===== config.mk =====
export PLATFORM = sky130hd
export DESIGN_NAME = online_otfc_conv
export DESIGN_NICKNAME = d
export VERILOG_FILES = /design/src/rtl/online_otfc_conv.sv
export SDC_FILE = /design/constraint.sdc
export NUM_CORES = 1
export LEC_CHECK = 0
export CORE_MARGIN = 2
export CORE_UTILIZATION = 43
export DETAILED_ROUTE_END_ITERATION = 10
export PLACE_DENSITY = 0.7
export SLEW_MARGIN = 15
export SYNTH_ARGS = -nofsm -noshare
export SYNTH_HDL_FRONTEND = slang
export SYNTH_SLANG_ARGS = --single-unit
export TNS_END_PERCENT = 100

===== constraint.sdc =====
create_clock -name clk -period 3.4 [get_ports clk]
set_input_delay 0.51 -clock clk [delete_from_list [all_inputs] [get_ports clk]]
set_output_delay 0.51 -clock clk [all_outputs]
set_load 0.02 [all_outputs]

===== src/rtl/online_otfc_conv.sv =====
// online_otfc_conv: MSD-first on-the-fly conversion of one borrow-save word
// (ND signed digits, digit i = {p,n} with value p-n and weight 2^i) into an
// ND+1 bit two's complement result, one digit per clock.
//
// Handshakes: a transfer happens on a rising edge where valid and ready are
// both high; valid never depends on ready, and a producer holding valid keeps
// its data stable until the transfer.
//
// FSM state is visible as the internal signal state_dbg for bound checkers.
//
// Optional feature macro: OTFC_ERR_EN adds the dig_err output, which flags
// any consumed digit carrying the illegal code 2'b11.
`timescale 1ns/1ps

module online_otfc_conv #(
    parameter  int Stage = 4,
    localparam int ND    = Stage + 5
) (
    input  logic              clk,
    input  logic              rst,
    input  logic              in_valid,
    output logic              in_ready,
    input  logic [2*ND-1:0]   x_rd,
    output logic              out_valid,
    input  logic              out_ready,
`ifdef OTFC_ERR_EN
    output logic              dig_err,
`endif
    output logic [ND:0]       y_tc
);

    localparam int CW = $clog2(ND);

    typedef enum logic [1:0] {
        IDLE = 2'd0,
        CONV = 2'd1,
        DONE = 2'd2
    } state_t;

    state_t          state_q;
    state_t          state_d;
    state_t          state_dbg;
    logic [2*ND-1:0] sr_q;
    logic [ND:0]     q_q;
    logic [ND:0]     qm_q;
    logic [ND:0]     q_n;
    logic [ND:0]     qm_n;
    logic [CW-1:0]   cnt_q;
    logic [1:0]      dig;
    logic            accept;
    logic            last_dig;

    assign state_dbg = state_q;

    // The shift register presents the most significant unconsumed digit at its top.
    assign dig      = sr_q[2*ND-1 -: 2];
    assign last_dig = (cnt_q == '0);

    // OTFC append step: Q holds the converted prefix, QM holds prefix minus one ulp.
    always_comb begin
        q_n  = q_q;
        qm_n = qm_q;
        case (dig)
            2'b10: begin
                q_n  = {q_q[ND-1:0], 1'b1};
                qm_n = {q_q[ND-1:0], 1'b0};
            end
            2'b01: begin
                q_n  = {qm_q[ND-1:0], 1'b1};
                qm_n = {qm_q[ND-1:0], 1'b0};
            end
            default: begin
                // 2'b00 and the illegal 2'b11 both carry value zero
                q_n  = {q_q[ND-1:0], 1'b0};
                qm_n = {qm_q[ND-1:0], 1'b1};
            end
        endcase
    end

    // Next-state and handshake outputs; in DONE a new word may enter alongside the output transfer.
    always_comb begin
        state_d   = state_q;
        in_ready  = 1'b0;
        out_valid = 1'b0;
        case (state_q)
            IDLE: begin
                in_ready = !rst;
                if (in_valid) begin
                    state_d = CONV;
                end
            end
            CONV: begin
                if (last_dig) begin
                    state_d = DONE;
                end
            end
            DONE: begin
                out_valid = 1'b1;
                in_ready  = out_ready && !rst;
                if (out_ready) begin
                    state_d = in_valid ? CONV : IDLE;
                end
            end
            default: begin
                state_d = IDLE;
            end
        endcase
    end

    assign accept = in_valid && in_ready;

    // State register.
    always_ff @(posedge clk or posedge rst) begin
        if (rst) begin
            state_q <= IDLE;
        end else begin
            state_q <= state_d;
        end
    end

    // Conversion datapath: load on accept, then shift one digit per CONV cycle.
    always_ff @(posedge clk or posedge rst) begin
        if (rst) begin
            sr_q  <= '0;
            q_q   <= '0;
            qm_q  <= '1;
            cnt_q <= '0;
            y_tc  <= '0;
        end else if (accept) begin
            sr_q  <= x_rd;
            q_q   <= '0;
            qm_q  <= '1;
            cnt_q <= CW'(ND - 1);
        end else if (state_q == CONV) begin
            sr_q <= {sr_q[2*ND-3:0], 2'b00};
            q_q  <= q_n;
            qm_q <= qm_n;
            if (last_dig) begin
                y_tc <= q_n;
            end else begin
                cnt_q <= cnt_q - CW'(1);
            end
        end
    end

`ifdef OTFC_ERR_EN
    // Sticky illegal-digit flag for the word in flight; cleared when a new word is accepted.
    always_ff @(posedge clk or posedge rst) begin
        if (rst) begin
            dig_err <= 1'b0;
        end else if (accept) begin
            dig_err <= 1'b0;
        end else if (state_q == CONV && dig == 2'b11) begin
            dig_err <= 1'b1;
        end
    end
`endif

endmodule


* Word level (Yosys, flattened, before mapping) *
Cells that the tools add are included.

word-level totals
  register bits after elaboration = 52
  word-level logic and storage cells = 43

cells by class
  bitwise operators = 1
  multiplexer cells = 18
  add/subtract/negate cells = 1
  equality and inequality tests = 8
  reductions and logical operators = 9

operator list
  operator                                                             count
  18-bit two-way mux                                                   2
  9-bit two-way mux                                                    4
  10-bit one-hot mux with 2 select lines                               1
  9-bit one-hot mux with 2 select lines                                1
  4-bit two-way mux                                                    3
  2-bit inequality test (second input constant)                        4
  2-bit two-way mux                                                    3
  2-bit one-hot mux with 3 select lines                                1
  3-bit AND reduction                                                  2
  2-bit by 1-bit == test with 1-bit output (second input constant)     2
  2-bit == test (second input constant)                                2
  4-bit zero test                                                      1
  4-bit by 1-bit subtractor with 4-bit output (second input constant)  1
  1-bit logical AND                                                    2
  2-bit zero test                                                      1
  1-bit two-way mux                                                    2
  1-bit one-hot mux with 2 select lines                                1
  2-bit AND reduction                                                  1
  2-bit nonzero test                                                   1
  1-bit zero test                                                      1
  1-bit inverter                                                       1

* Longest topological paths before layout *
Gate-level depths: netlist of the first run.

  depth in word-level cells = 6
  gate-level depth with buffers = 6
  depth with buffers taken out = 5

* Least setup slack after synthesis of the first run *
Ideal clock, no wire load.

  path type = input port to output port
  start point = input out_ready
  end point = output in_ready
  path buffers = 0
  path slack = 1.685 ns
  data arrival time = 1.205 ns
  stages = 2
  data required time = 2.890 ns
  cell sequence = and2b_1 > nor3_1

between the ends
  cells in the longest elaborated chain, start to end = 2

ends and longest elaborated chain
  item                                   line  RTL
  start: declaration                     25    input logic out_ready,
  1-bit logical AND                      99    in_ready = out_ready && !rst;
  1-bit one-hot mux with 2 select lines  85    case (state_q)
  end: declaration                       22    output logic in_ready,

No other way between the ends.

* Final worst setup path of the first run *
Ends and elaborated chain as after synthesis.

==> impl_metrics.yaml, run 1 <==
final_layout:
  seqCellArea_um2: 1310
  multi_input_area_um2: 973
  drive_above_1_share: 0.0964
  nets: 273
  n_antenna_cell: 0
  layout_common_cells: "dfrtp_1, o21ai_0, clkdlybuf4s50_1, and2_1, a221o_1"
  stdcell_count: 321
  synthToLayoutAreaGrowth_pct: 19.7
  fillers: 482
  final_common_cell: "dfrtp_1"
sta:
  hold-worst-slack_ps: 511
  setup_ws_ps: 755
  post-route-period-util: 0.778
  fin_tns_setup_ps: 0
  worst_pin_slew_ps: 769
  period_minus_slack_ps: 2640
  fmax_mhz: 378
  hold_viol: 0
  finalSetupViolations: 0
  finalMaxSlewViolations: 0
  skew_ps: 5.41
  relSlewSlack: 0.486
  rsz0062_at_grt: "false"
power_and_ir_drop:
  p_total_uw: 2630
  ir_worst_vdd_mv: 0.320
  cellLeakagePower_uw: 0.00118
  power_density_nw_per_um2: 923
synth:
  yosysUniqueCellTypes: 37
  seq_area_frac_synth: 0.551
  synth-main-ff-cell: "dfrtp_1"
  synthArstFlopShare: 1.00
  synth_nets: 246
  synthCells: 221
  synth_area_leaders: "dfrtp_1, dfstp_2, o21ai_0, a221o_1, and2_1"
  synth_edf_count: 0
  ys_ff_latch: 52
  netlist.area_leader.share: 0.452
  synth_warnings: 0
  netlist_area_um2: 2380
  avgSynthCellArea_um2: 10.8
  yosysTopAreaCell: "dfrtp_1"
route:
  vias: 1855
  finalWirelength_um: 5040
  first_pass_iters: 5
  post-route-drc-count: 0
  vias_per_cell: 5.78
  first_iter_violations: 169
  wire_per_inst_um: 15.7
  ant_nets: 0
cts:
  clkTransAtPathRegs_ps: 90
  numClockSinks: 52
  htree_levels: 2
  post_cts_buffers: 0
  holdBufCountCts: 0
  insertion_delay_ps: 300
  cts_root_buffer: "clkbuf_8"
  numCtsBuffers: 5
  cts.path.max_buffers: 2
  ctsResizeCount: 0
  cts_tree: "yes"
worst_setup_path:
  r2r.worst_path.cells: 5
  path_depth: 4
  cp-start-kind: "primary input"
  crit_family: "buffers and inverters"
  slowest_delay_ps: 650
  path_max_fanout: 4
  critPathCaptureType: "output port"
  path_cells: "clkdlybuf4s50_1 > and2b_1 > nor3_1 > clkdlybuf4s50_1"
  rrSetupSlack_ps: 1390
  path_class: "primary input to output port"
  path_common_cell: "clkdlybuf4s50_1"
  crit_path_top_delay_cell: "clkdlybuf4s50_1"
  cp_num_buf_inv: 2
  critical_path_arrival_ps: 2130
  cp.required_ps: 2890
floorplanning:
  die_h_um: 78.4
  floorplan.io_pins: 34
  start_util: 0.438
  die-area_um2: 6150
  die_w_um: 78.4
  core_um2: 5440
  rows: 27
job:
  cap_violations: 0
placed_design:
  post-place-ws_ps: 766
  hpwl_um: 3380
  dp.cells: 313
  gp_congestion: 0.762
  io_buffers: 33
worst_hold_path:
  min_path_cells: 2
  hp-class: "flip-flop to flip-flop"
grt:
  grt-ovfl-total: 0
  grt_usage: 0.179
  antenna_found_initial: 0
  grt_pass1_wl_um: 8790
  grt_max_degree: 40
  grt_pass1_vias: 1804
status:
  status: "complete, no violations"
-- synthesized netlist by cell type, types with 4 or more instances --
cell and n:
nand2_1 13, o21ai_0 35, buf_1 4, a21oi_1 8
o22ai_1 8, buf_2 4, dfrtp_1 43, a2bb2oi_1 7
inv_1 8, nand4_1 4, a221o_1 14, dfstp_2 9
a22oi_1 9, and2_1 14, clkbuf_1 8
-- registers in the layout (all words and copies together) (netlist names) --
signal / cells
y_tc: 10
cnt_q: 4
state_dbg: 2
qm_q: 9
q_q: 9
sr_q: 18
-- worst reg2reg max path, delay by kind of cell (launching register included) --
family | cells | cell delay, ps
simple gates | 1 | 600
fa+ha+maj | 1 | 450
compound gates | 2 | 450
flops | 1 | 380
buf+inv | 1 | 50
-- logic make-up (layout without fill, tap and decap cells) --
kind of cell | after synthesis | after routing | share of synthesized area
AOI/OAI and AO/OA | 92 | 92 | 0.266
adders and majority gates | 3 | 3 | 0.0158
buffers and inverters | 24 | 52 | 0.0399
DFF | 52 | 52 | 0.551
muxes | 2 | 2 | 0.00841
and+or+nand+nor | 48 | 48 | 0.119
-- layer usage --
metal  routed length [µm]  vias up  track usage  share of wire
met1                 2500      925        0.272           0.50
met2                 2320       40        0.261           0.46
met4                   43        0       0.0509         0.0085
li1                     -      886            -              -
met3                  177        4       0.0322          0.035
met5                    0        -            0              0
-- where the power goes --
part	internal, µW	total, µW	switching (µW)
combinational	517	1180	666
clock	167	363	197
sequential	919	1080	165
-- path summary, 6_finish.rpt --
check                      startpoint  endpoint
setup / recovery            out_ready  in_ready
hold / removal                y_tc[6]   y_tc[6]
setup reg to reg             sr_q[16]   y_tc[1]
hold reg to reg               y_tc[6]   y_tc[6]
max in group asynchronous         rst   qm_q[8]
min in group asynchronous         rst   sr_q[2]
-- metrics by stage --
step	instance area, µm²	util
CTS	2850	0.524
floorplan	2380	-
finish	2850	0.524
global placement	2760	0.507
global route	2850	0.524
detailed placement	2760	0.507
-- layout make-up --
type / instances / share of cell area
repair buffers: 36 / 0.124
inverters: 8 / 0.0105
clock buffers: 8 / 0.0316
well taps: 72 / 0.0316
multi-input cells: 145 / 0.342
flip-flops and latches: 52 / 0.461
(Power assumes the default switching activity.)
==> run 2: changes to the inputs <==
--- a/config.mk
+++ b/config.mk
@@ -8,7 +8,7 @@
 export CORE_MARGIN = 2
 export CORE_UTILIZATION = 43
 export DETAILED_ROUTE_END_ITERATION = 10
-export PLACE_DENSITY = 0.7
+export PLACE_DENSITY = 0.73
 export SLEW_MARGIN = 15
 export SYNTH_ARGS = -nofsm -noshare
 export SYNTH_HDL_FRONTEND = slang
==> constraint.sdc (replaced) <==
create_clock -name clk -period 2.3 [get_ports clk]
set_input_delay 0.345 -clock clk [delete_from_list [all_inputs] [get_ports clk]]
set_output_delay 0.345 -clock clk [all_outputs]
set_load 0.02 [all_outputs]
==> run 2 against run 1 <==
Global-route usage rose by 0.65 points. Final area rose by 3.1%. Non-clock buffer count rose by 10. Clock power rose by 47%. Routed wire length rose by 4.4%. Worst hold slack got worse by 170 ps. Core utilization rose by 1.6 points. Register-to-register slack got worse by 960 ps. Power rose by 52%.
==> impl_metrics.yaml, run 2 (synthesized netlist as in run 1, its figures left out) <==
route:
  wire_per_inst_um: 15.9
  post-route-drc-count: 0
  first_iter_violations: 166
  first_pass_iters: 4
  vias: 1943
  vias_per_cell: 5.87
  finalWirelength_um: 5260
  ant_nets: 0
power_and_ir_drop:
  cellLeakagePower_uw: 0.00123
  comb_power_share: 0.464
  cell_internal_pwr_uw: 2450
  p_clk_frac: 0.133
  netSwitchingPower_uw: 1560
  ir_worst_vdd_mv: 0.505
  seqPwrFrac: 0.403
  power_switching_share: 0.389
  power_density_nw_per_um2: 1360
cts:
  post_cts_buffers: 0
  cts.path.max_buffers: 2
  cts_tree: "yes"
  numClockSinks: 52
  ctsResizeCount: 0
  clkTransAtPathRegs_ps: 90
  numCtsBuffers: 5
  cts_root_buffer: "clkbuf_8"
  holdBufCountCts: 0
  insertion_delay_ps: 300
  htree_levels: 2
floorplanning:
  floorplan.io_pins: 34
  start_util: 0.438
  die-area_um2: 6150
  die_h_um: 78.4
  rows: 27
  die_w_um: 78.4
  core_um2: 5440
grt:
  met3_usage: 0.0425
  antenna_found_initial: 0
  met2_usage: 0.286
  grt_pass1_vias: 1881
  grt_usage: 0.185
  grt-ovfl-total: 0
  grt_pass1_wl_um: 9000
  grtUsageMet1: 0.258
  grt_max_degree: 45
  grt-busiest-layer: "met2"
worst_setup_path:
  critical_path_arrival_ps: 1870
  cp.required_ps: 1960
  cp-start-kind: "primary input"
  path_cells: "clkdlybuf4s50_1 > and2b_1 > nor3_1 > clkdlybuf4s50_1"
  cp_num_buf_inv: 2
  path_common_cell: "clkdlybuf4s50_1"
  crit_family: "buffers and inverters"
  path_class: "primary input to output port"
  path_max_fanout: 3
  crit_path_top_delay_cell: "clkdlybuf4s50_1"
  critPathCaptureType: "output port"
  slowest_delay_ps: 640
final_layout:
  drive_above_1_share: 0.131
  n_antenna_cell: 0
  final_core_util: 0.540
  layout_common_cells: "dfrtp_1, o21ai_0, clkdlybuf4s50_1, and2_1, a221o_1"
  nets: 283
  final_common_cell: "dfrtp_1"
  top_regs: "sr_q x18, y_tc x10"
  top_register: "sr_q"
  stdcell_count: 331
  largest_register_ffs: 18
  synthToLayoutAreaGrowth_pct: 23.3
placed_design:
  gp_congestion: 0.767
  hpwl_um: 3610
  io_buffers: 33
  dp.cells: 323
status:
  status: "complete, no violations"
sta:
  rsz0062_at_grt: "false"
  relSlewSlack: 0.611
  period_minus_slack_ps: 2210
  hold-worst-slack_ps: 336
  hold_viol: 0
  finalSetupViolations: 0
  worst_pin_slew_ps: 582
  post-route-period-util: 0.961
  fmax_mhz: 452
  skew_ps: 5.57
  fin_tns_setup_ps: 0
  finalMaxSlewViolations: 0
worst_hold_path:
  hp-class: "primary input to async pin"
job:
  cap_violations: 0
-- run 2: cell types whose count changed in the layout (fill, tap and decap cells not counted), sizes merged --
cell	previous run	this run
buf	3	13
-- run 2: stage by stage --
stage | area, µm² | power (µW) | setup slack (ps)
2_1_floorplan | 2380 | 2870 | 712
3_3_place_gp | 2850 | 3410 | 65.4
3_5_place_dp | 2850 | 3480 | 79.4
4_1_cts | 2940 | 4010 | 53.3
5_1_grt | 2940 | 4330 | 12.2
6_report | 2940 | 4010 | 88.8
-- run 2: metal layers --
metal  wire (µm)  up-vias
met1        2430      978
met2        2510       57
met4          74        0
met5           0        -
met3         237       10
li1            -      898
-- run 2: power groups by stage --
| stage | Sequential, µW | Clock, µW | Combinational, µW |
|---|---|---|---|
| floorplan | 1630 | 0 | 1240 |
| global placement | 1610 | 0 | 1800 |
| detailed placement | 1610 | 0 | 1860 |
| CTS | 1610 | 545 | 1860 |
| global route | 1660 | 586 | 2090 |
| finish | 1610 | 534 | 1860 |
-- run 2: path summary, 6_finish.rpt --
check | startpoint | endpoint | slack [ps] | cells after the start
max | out_ready | in_ready | 90 | 4
max in group asynchronous | rst | qm_q[2] | 1410 | 3
min reg2reg | sr_q[4] | sr_q[4] | 510 | 1
min in group clk | sr_q[4] | sr_q[4] | 510 | 1
max reg2reg | sr_q[16] | y_tc[5] | 430 | 6
min | rst | sr_q[8] | 340 | 2
-- run 2: final cells by class --
class                           instances  area [µm²]
Sequential cell                        52        1310
Tap cell                               72        90.1
Timing Repair Buffer                   46         440
Inverter                                8        30.0
Fill cell                             494        2500
Clock buffer                            8        90.1
Multi-Input combinational cell        145         973
